==> config.mk <==
export PLATFORM = sky130hd
export DESIGN_NAME = spi_reg_config_flat
export DESIGN_NICKNAME = d
export VERILOG_FILES = /design/src/rtl/spi_reg_config_if.sv /design/src/rtl/spi_reg_config.sv /design/src/flat_wrapper.sv
export SDC_FILE = /design/constraint.sdc
export NUM_CORES = 1
export LEC_CHECK = 0
export BUFFER_PORTS_ARGS = -buffer_cell sky130_fd_sc_hd__buf_2
export CORE_UTILIZATION = 25
export DETAILED_ROUTE_END_ITERATION = 8
export PLACE_DENSITY = 0.4
export SLEW_MARGIN = 10
export SYNTH_ARGS = -nofsm -noshare
export SYNTH_HDL_FRONTEND = slang
export SYNTH_SLANG_ARGS = --single-unit
==> constraint.sdc <==
create_clock -name clk -period 3.25 [get_ports clk]
set_input_delay 0.8125 -clock clk [delete_from_list [all_inputs] [get_ports clk]]
set_output_delay 0.8125 -clock clk [all_outputs]
set_load 0.01 [all_outputs]
==> src/rtl/spi_reg_config_if.sv <==
// SPI pins and configuration-register outputs of spi_reg_config, bundled as one port.
interface spi_reg_config_if;
    logic       sclk;
    logic       copi;
    logic       ncs;
    logic [7:0] en_reg_out_7_0;
    logic [7:0] en_reg_out_15_8;
    logic [7:0] en_reg_pwm_7_0;
    logic [7:0] en_reg_pwm_15_8;
    logic [7:0] pwm_duty_cycle;
    logic       wr_strobe;
    logic       frame_err;

    modport master (
        output sclk, copi, ncs,
        input  en_reg_out_7_0, en_reg_out_15_8, en_reg_pwm_7_0, en_reg_pwm_15_8,
        input  pwm_duty_cycle, wr_strobe, frame_err
    );

    modport slave (
        input  sclk, copi, ncs,
        output en_reg_out_7_0, en_reg_out_15_8, en_reg_pwm_7_0, en_reg_pwm_15_8,
        output pwm_duty_cycle, wr_strobe, frame_err
    );
endinterface

==> src/rtl/spi_reg_config.sv <==
// SPI mode-0 write-only configuration slave: 16-bit frames {wr, addr[6:0], data[7:0]}
// load one of five 8-bit registers; malformed frames are dropped with a frame_err pulse.
module spi_reg_config #(
    parameter int unsigned SYNC_STAGES = 2,
    parameter logic [6:0]  MAX_ADDR    = 7'h04
) (
    input  logic            clk,
    input  logic            rst,
    spi_reg_config_if.slave bus
);
    typedef enum logic [1:0] {IDLE, SHIFT, COMMIT} state_e;

    localparam logic [4:0] CNT_FRAME  = 5'd16;
    localparam logic [4:0] CNT_SAT    = 5'd17;
    localparam logic [1:0] FLUSH_DONE = 2'(SYNC_STAGES);

    state_e                 state_q;
    logic [SYNC_STAGES-1:0] sclk_sync_q, copi_sync_q, ncs_sync_q;
    logic                   sclk_prev_q, ncs_prev_q;
    logic [1:0]             flush_q;
    logic                   armed_q;
    logic [15:0]            shift_q, shift_d;
    logic [4:0]             cnt_q, cnt_d;
    logic [7:0]             regs_q [5];
    logic                   wr_strobe_q, frame_err_q;
    logic                   sclk_s, copi_s, ncs_s;
    logic                   sclk_rise, ncs_rise, ncs_fall;
    logic                   frame_ok, frame_bad;

    assign sclk_s    = sclk_sync_q[SYNC_STAGES-1];
    assign copi_s    = copi_sync_q[SYNC_STAGES-1];
    assign ncs_s     = ncs_sync_q[SYNC_STAGES-1];
    assign sclk_rise = sclk_s & ~sclk_prev_q;
    assign ncs_rise  = ncs_s & ~ncs_prev_q;
    assign ncs_fall  = ~ncs_s & ncs_prev_q;

    always_ff @(posedge clk) begin
        if (rst) begin
            sclk_sync_q <= '0;
            copi_sync_q <= '0;
            ncs_sync_q  <= '1;
            sclk_prev_q <= 1'b0;
            ncs_prev_q  <= 1'b1;
            flush_q     <= '0;
            armed_q     <= 1'b0;
        end else begin
            sclk_sync_q <= {sclk_sync_q[SYNC_STAGES-2:0], bus.sclk};
            copi_sync_q <= {copi_sync_q[SYNC_STAGES-2:0], bus.copi};
            ncs_sync_q  <= {ncs_sync_q[SYNC_STAGES-2:0], bus.ncs};
            sclk_prev_q <= sclk_s;
            // ncs edge flop holds through COMMIT so a fall landing there is taken in IDLE
            if (state_q != COMMIT) ncs_prev_q <= ncs_s;
            // a frame already open at reset release stays ignored until ncs is seen high
            if (flush_q != FLUSH_DONE) flush_q <= flush_q + 2'd1;
            else if (ncs_s)            armed_q <= 1'b1;
        end
    end

    always_comb begin
        // NOTE: blocking assignments, each target defaulted first, keep this block latch-free.
        shift_d = shift_q;
        cnt_d   = cnt_q;
        if (sclk_rise) begin
            shift_d = {shift_q[14:0], copi_s};
            if (cnt_q != CNT_SAT) cnt_d = cnt_q + 5'd1;
        end
    end

    // judged on the post-shift view so a final sclk rise coinciding with ncs rise counts
    assign frame_ok  = (cnt_d == CNT_FRAME) && shift_d[15] && (shift_d[14:8] <= MAX_ADDR);
    assign frame_bad = (cnt_d != CNT_FRAME) || (shift_d[15] && (shift_d[14:8] > MAX_ADDR));

    always_ff @(posedge clk) begin
        if (rst) begin
            state_q     <= IDLE;
            shift_q     <= '0;
            cnt_q       <= '0;
            wr_strobe_q <= 1'b0;
            frame_err_q <= 1'b0;
            // NOTE: the register file is reset explicitly; it drives live enables, not a RAM.
            for (int i = 0; i < 5; i++) regs_q[i] <= '0;
        end else begin
            case (state_q)
                IDLE: begin
                    if (ncs_fall && armed_q) begin
                        state_q <= SHIFT;
                        shift_q <= '0;
                        cnt_q   <= '0;
                    end
                end
                SHIFT: begin
                    shift_q <= shift_d;
                    cnt_q   <= cnt_d;
                    if (ncs_rise) begin
                        state_q     <= COMMIT;
                        wr_strobe_q <= frame_ok;
                        frame_err_q <= frame_bad;
                    end
                end
                COMMIT: begin
                    if (wr_strobe_q) begin
                        case (shift_q[14:8])
                            7'h00:   regs_q[0] <= shift_q[7:0];
                            7'h01:   regs_q[1] <= shift_q[7:0];
                            7'h02:   regs_q[2] <= shift_q[7:0];
                            7'h03:   regs_q[3] <= shift_q[7:0];
                            7'h04:   regs_q[4] <= shift_q[7:0];
                            default: ;
                        endcase
                    end
                    wr_strobe_q <= 1'b0;
                    frame_err_q <= 1'b0;
                    state_q     <= IDLE;
                end
                default: state_q <= IDLE;
            endcase
        end
    end

    assign bus.en_reg_out_7_0  = regs_q[0];
    assign bus.en_reg_out_15_8 = regs_q[1];
    assign bus.en_reg_pwm_7_0  = regs_q[2];
    assign bus.en_reg_pwm_15_8 = regs_q[3];
    assign bus.pwm_duty_cycle  = regs_q[4];
    assign bus.wr_strobe       = wr_strobe_q;
    assign bus.frame_err       = frame_err_q;
endmodule
==> src/flat_wrapper.sv <==
// flat-port wrapper written by rule: the top's interface ports become plain ports
module spi_reg_config_flat 
#(
    parameter int unsigned SYNC_STAGES = 2,
    parameter logic [6:0]  MAX_ADDR    = 7'h04
)
  (clk, rst, bus_sclk, bus_copi, bus_ncs, bus_en_reg_out_7_0, bus_en_reg_out_15_8, bus_en_reg_pwm_7_0, bus_en_reg_pwm_15_8, bus_pwm_duty_cycle, bus_wr_strobe, bus_frame_err);
  spi_reg_config_if bus_i ();
  input  logic clk;
  input  logic rst;
  input wire logic [$bits(bus_i.sclk)-1:0] bus_sclk;
  input wire logic [$bits(bus_i.copi)-1:0] bus_copi;
  input wire logic [$bits(bus_i.ncs)-1:0] bus_ncs;
  output wire logic [$bits(bus_i.en_reg_out_7_0)-1:0] bus_en_reg_out_7_0;
  output wire logic [$bits(bus_i.en_reg_out_15_8)-1:0] bus_en_reg_out_15_8;
  output wire logic [$bits(bus_i.en_reg_pwm_7_0)-1:0] bus_en_reg_pwm_7_0;
  output wire logic [$bits(bus_i.en_reg_pwm_15_8)-1:0] bus_en_reg_pwm_15_8;
  output wire logic [$bits(bus_i.pwm_duty_cycle)-1:0] bus_pwm_duty_cycle;
  output wire logic [$bits(bus_i.wr_strobe)-1:0] bus_wr_strobe;
  output wire logic [$bits(bus_i.frame_err)-1:0] bus_frame_err;
  assign bus_i.sclk = bus_sclk;
  assign bus_i.copi = bus_copi;
  assign bus_i.ncs = bus_ncs;
  assign bus_en_reg_out_7_0 = bus_i.en_reg_out_7_0;
  assign bus_en_reg_out_15_8 = bus_i.en_reg_out_15_8;
  assign bus_en_reg_pwm_7_0 = bus_i.en_reg_pwm_7_0;
  assign bus_en_reg_pwm_15_8 = bus_i.en_reg_pwm_15_8;
  assign bus_pwm_duty_cycle = bus_i.pwm_duty_cycle;
  assign bus_wr_strobe = bus_i.wr_strobe;
  assign bus_frame_err = bus_i.frame_err;
  spi_reg_config #(.SYNC_STAGES(SYNC_STAGES), .MAX_ADDR(MAX_ADDR)) u_core (.clk(clk), .rst(rst), .bus(bus_i));
endmodule
==> results of run 1 <==
per-layer routing:
layer / wire length (um) / up-vias
met5: 0 / -
met4: 109 / 0
met3: 378 / 12
met2: 2500 / 60
met1: 2620 / 855
li1: - / 912
flip-flops by register name, summed over array words and instances (netlist names):
register              flops
u_core.bus.frame_err      1
u_core.sclk_sync_q        2
u_core.cnt_q              5
u_core.armed_q            1
u_core.ncs_sync_q         2
u_core.sclk_prev_q        1
u_core.ncs_prev_q         1
u_core.shift_q           16
u_core.regs_q            40
u_core.flush_q            2
u_core.copi_sync_q        2
u_core.bus.wr_strobe      1
u_core.state_q            2
final cells by class:
type,count,area (um^2),area share
multi-input combinational,131,831,0.238
inverter,7,26.3,0.00752
clock inverter,6,63.8,0.0183
timing repair buffer,49,253,0.0723
sequential,76,1920,0.550
tap,140,175,0.0501
clock buffer,9,225,0.0644
worst max-delay path, stage by stage, from the launching register on:
cell	delay (ps)
dfxtp_1	340
or3_1	380
or4_4	580
nor2_4	120
nand2_2	80
o21ai_2	410
placed cells by master (no fill, tap or decap), drive strengths merged, types with 2 or more instances in the layout:
cell type / synthesis / layout
a21o: 2 / 2
a211oi: 2 / 2
dfxtp: 36 / 36
mux2i: 4 / 4
clkbuf: 8 / 9
buf: 2 / 49
o211ai: 3 / 3
or2: 2 / 2
inv: 7 / 8
edfxtp: 40 / 40
a21oi: 10 / 10
and2: 8 / 8
o21ai: 5 / 5
nor2b: 7 / 7
clkinvlp: 0 / 3
nor3: 4 / 4
nor2: 31 / 31
nand4: 2 / 2
nand2: 9 / 9
nand2b: 7 / 7
a22oi: 16 / 16
ha: 3 / 3
final timing paths:
kind                             start              endpoint  slack [ps]  cells past startpoint
hold reg to reg   u_core.ncs_sync_q[0]  u_core.ncs_sync_q[1]         410                      1
setup reg to reg    u_core.shift_q[11]   u_core.regs_q[0][9]         990                      5
hold / removal    u_core.ncs_sync_q[0]  u_core.ncs_sync_q[1]         410                      1
setup / recovery    u_core.shift_q[11]   u_core.regs_q[0][9]         990                      5
metrics by stage:
stage / hold slack (ps) / area (um^2)
5_1_grt: 417 / 3500
6_report: 408 / 3500
3_3_place_gp: 401 / 3210
2_1_floorplan: 389 / 2820
3_5_place_dp: 398 / 3210
4_1_cts: 412 / 3500
logic make-up (layout without fill, tap and decap cells):
group                      after synthesis  in the layout  share of synthesized area
DFF                                     76             76                      0.682
muxes                                    4              4                     0.0142
adders and majority gates                3              3                     0.0133
xor gates and xnor gates                 2              2                    0.00622
buffers and inverters                   17             71                     0.0262
AOI/OAI and AO/OA                       45             45                      0.116
and+or+nand+nor                         77             77                      0.142
power by group through the flow:
stage / sequential, mW / clock (mW) / combinational, mW
final: 1.06 / 0.958 / 0.116
after global routing: 1.06 / 1.04 / 0.134
after CTS: 1.06 / 0.988 / 0.120
after detailed placement: 1.08 / 0 / 0.118
after global placement: 1.08 / 0 / 0.117
after floorplan: 1.09 / 0 / 0.0706
==> impl_metrics.yaml, run 1 <==
run_status:
  outcome: "complete, no violations"
logic_synthesis:
  synthFlopType: "edfxtp_1"
  yosysMostFrequentCell: "edfxtp_1"
  syn_nets: 232
  ys_ff_latch: 76
  synthTopCellsByCount: "40 x edfxtp_1, 36 x dfxtp_1, 30 x nor2_1, 16 x a22oi_1, 9 x a21oi_1"
  synthCells: 224
  netlist_area_um2: 2820
  synth_seq_area_share: 0.682
  ys_types: 43
  ys_warn_count: 0
  synth_area_leader_cell: "edfxtp_1"
  ys_top_cells_by_area: "edfxtp_1 43%, dfxtp_1 26%, a22oi_1 4.3%"
  synth_enable_flop_cells: 40
  synth.avg_cell_area_um2: 12.6
  yosysTopAreaCellShare: 0.426
  synth-async-reset-ratio: 0
global_routing:
  grt_pass1_vias: 1678
  grt.total_usage: 0.104
  grtUsageMet1: 0.135
  antenna_found_initial: 0
  grt_pass1_wl_mm: 9.01
  busiest_layer: "met2"
  grt_max_degree: 36
  grt_overflow: 0
  grtUsageMet2: 0.155
  use_met3: 0.0325
setup_path:
  arrival_ps: 2230
  cp.required_ps: 3220
  crit_path_end_kind: "flop"
  critical_path_class: "flop to flop"
  crit_fanout: 8
  start_kind: "flop"
sta:
  final.period_utilization: 0.695
  max_freq_mhz: 442
  timing.setup.tns_ps: 0
  final.setup.worst_slack_ps: 990
  rsz0062_at_grt: "no"
  setup_viol: 0
  drv_slew: 0
  worstMarginPinSlew_ps: 970
  finalCriticalPeriod_ps: 2260
  worst_clock_skew_ps: 10.9
  hold_violations: 0
  relSlewSlack: 0.351
hold_path:
  hold_path_class: "flop to flop"
placed_design:
  post-place-ws_ps: 620
  dpl.cell_count: 403
  dp_hpwl_mm: 3.80
  finalWeightedCongestion: 0.715
  port_buffers: 46
floorplanning:
  start_util: 0.258
  num_rows: 38
  die_x_um: 108
  io_pins: 47
  die_h_um: 108
  fp.dieArea_um2: 11700
  coreArea_um2: 10900
power:
  power.internal_mw: 1.68
  comb_power_share: 0.055
  p_sw_frac: 0.214
  worst_ir_drop_vdd_mv: 0.194
  power_density_nw_per_um2: 611
  fin_total_pwr_mw: 2.14
  power_leakage_nw: 1.36
  p_switching_mw: 0.456
  p_clk_frac: 0.449
  seqPwrFrac: 0.497
clock_tree:
  postCtsSetupBuffers: 0
  cts_made_buffers: 9
  clock-sinks: 76
  htreeDepth: 3
  clockBufferDepth: 2
  clock-root-buffer: "clkbuf_16"
  tritoncts: "built"
  cts.repair.resized: 0
  path_clk_slew_ps: 60
  cts-hold-fix-buffers: 0
  clock_latency_ps: 330
route:
  totalWireLength_mm: 5.61
  via_per_inst: 4.40
  remaining_drc_errors: 0
  drt_iter0_markers: 95
  ant_nets: 0
  vias: 1839
  drt_pass1_iterations: 4
  wl_per_cell_um: 13.4
finish:
  antenna_cells: 0
  drive_above_1_share: 0.266
  final_nets: 282
  area_delta_synth_final_pct: 24.0
  utilization: 0.320
  layout.filler_cells: 1157
  fin_cells: 418
run:
  cap_violations: 0
No activity file was read; power rests on OpenSTA's default activity.
==> run 2: changes to the inputs <==
==> constraint.sdc (replaced) <==
create_clock -name clk -period 2.4 [get_ports clk]
set_input_delay 0.6 -clock clk [delete_from_list [all_inputs] [get_ports clk]]
set_output_delay 0.6 -clock clk [all_outputs]
set_load 0.01 [all_outputs]
==> run 2 against run 1 <==
  * Critical path depth rose by 1
  * Wire length rose by 1.1%
  * Clock power rose by 54%
  * Sequential power rose by 36%
  * Worst hold slack improved by 4.2 ps
  * Combinational power rose by 51%
  * Largest power group is now clock
==> impl_metrics.yaml, run 2 (synthesized netlist as in run 1, its figures left out) <==
placed_design:
  port_buffers: 46
  dpl.cell_count: 407
  dpl_cell_area_um2: 3300
  dp_hpwl_mm: 3.82
  finalWeightedCongestion: 0.780
clock_tree:
  cts_made_buffers: 9
  postCtsSetupBuffers: 0
  clock-root-buffer: "clkbuf_16"
  tritoncts: "built"
  cts-hold-fix-buffers: 0
  clock_latency_ps: 330
  path_clk_slew_ps: 60
  clockBufferDepth: 2
  clock-sinks: 76
  htreeDepth: 3
  cts.repair.resized: 0
hold_path:
  holdPathStages: 1
  min_from: "u_core.ncs_sync_q[0]"
  hold_path_class: "flop to flop"
  hold_path_end: "u_core.ncs_sync_q[1]"
setup_path:
  crit_buf_inv: 1
  cp.required_ps: 2450
  cp_slowest_cell: "or4_4"
  start_kind: "flop"
  crit_fanout: 8
  crit_path_end_kind: "flop"
  worstReg2RegStart: "u_core.shift_q[11]"
  critical_path_class: "flop to flop"
  crit_chain: "or3_1 > or4_4 > nor2_4 > nand2_2 > o21ai_2 > buf_12"
  rrSetupSlack_ps: 310
  reg2reg_to: "u_core.regs_q[0][14]"
  critPathTopFamily: "simple AND/OR/NAND/NOR gates"
  r2r_cells: 6
  cp_slowest_stage_delay_ps: 590
  arrival_ps: 2140
finish:
  reg_top3: "u_core.regs_q: 40 flops, u_core.shift_q: 16 flops, u_core.cnt_q: 5 flops"
  final_common_cell: "buf_2"
  antenna_cells: 0
  largest_reg_flops: 40
  final_nets: 286
  top_register: "u_core.regs_q"
  layout_common_cells: "46 x buf_2, 40 x edfxtp_1, 36 x dfxtp_1"
  layout.filler_cells: 1128
  fin_cells: 423
  fin_area_um2: 3630
  area_delta_synth_final_pct: 28.8
  drive_above_1_share: 0.279
global_routing:
  grt_pass1_wl_mm: 8.86
  grt.total_usage: 0.102
  grt_overflow: 0
  grt_pass1_vias: 1691
  grt_max_degree: 36
  antenna_found_initial: 0
sta:
  setup_viol: 0
  hold_violations: 0
  max_freq_mhz: 478
  timing.setup.tns_ps: 0
  worstMarginPinSlew_ps: 1000
  relSlewSlack: 0.330
  rsz0062_at_grt: "no"
  final.period_utilization: 0.871
  worst_clock_skew_ps: 5.50
  finalCriticalPeriod_ps: 2090
  drv_slew: 0
route:
  drt_iter0_markers: 61
  remaining_drc_errors: 0
  totalWireLength_mm: 5.66
  wl_per_cell_um: 13.4
  ant_nets: 0
  vias: 1860
  drt_pass1_iterations: 4
  via_per_inst: 4.40
power:
  comb_power_share: 0.056
  p_clk_frac: 0.479
  p_sw_frac: 0.218
  power_density_nw_per_um2: 852
  power_leakage_nw: 1.42
  p_switching_mw: 0.675
  worst_ir_drop_vdd_mv: 0.348
  seqPwrFrac: 0.465
  power.internal_mw: 2.42
floorplanning:
  die_h_um: 108
  fp.dieArea_um2: 11700
  num_rows: 38
  coreArea_um2: 10900
  die_x_um: 108
  io_pins: 47
  start_util: 0.258
run:
  cap_violations: 0
run_status:
  outcome: "complete, no violations"
[run 2: worst max-delay path by stage]
| stage | startpoint | cells past startpoint | endpoint | slack [ps] |
|---|---|---|---|---|
| finish | u_core.shift_q[11] | 6 | u_core.regs_q[0][14] | 310 |
| global placement | rst | 7 | u_core.regs_q[0][8] | 170 |
| global route | u_core.shift_q[11] | 6 | u_core.regs_q[0][14] | 250 |
| CTS | u_core.shift_q[11] | 6 | u_core.regs_q[0][14] | 300 |
| floorplan | rst | 4 | u_core.regs_q[0][32] | 100 |
| detailed placement | rst | 7 | u_core.regs_q[0][9] | 150 |
[run 2: power groups by stage]
stage	logic, mW	clock network, mW	registers [mW]
after floorplan	0.0972	0	1.47
after global placement	0.174	0	1.47
after detailed placement	0.178	0	1.47
after CTS	0.178	1.52	1.44
after global routing	0.198	1.57	1.44
final	0.175	1.48	1.44
[run 2: routing by layer]
layer  vias to the layer above  global-route usage  part of all wire
li1                        921                   -                 -
met1                       874               0.135              0.49
met2                        53               0.149              0.43
met3                        12              0.0350             0.061
met4                         0              0.0499             0.019
met5                         -                   0                 0
[run 2: worst register-to-register path: cells and delay by family (launching register included)]
kind,cells,cell delay (ps)
AOI/OAI and AO/OA,1,180
DFF,1,330
buffers and inverters,1,150
and+or+nand+nor,4,1150
[run 2: per-stage QoR]
step                      utilization  worst slack, ps  total power [mW]  hold slack, ps
after floorplan                     -             99.2              1.57             389
after global placement          0.302              168              1.64             396
after detailed placement        0.302              152              1.64             398
after CTS                       0.332              297              3.13             414
after global routing            0.332              252              3.21             423
final                           0.332              309              3.09             412
[run 2: cell type report]
type / instances / area (um^2) / share of cell area
clock buffers: 9 / 225 / 0.0620
clock inverters: 7 / 106 / 0.0293
inverters: 7 / 26.3 / 0.00724
multi-input cells: 131 / 842 / 0.232
flip-flops and latches: 76 / 1920 / 0.529
well taps: 140 / 175 / 0.0483
repair buffers: 53 / 333 / 0.0917
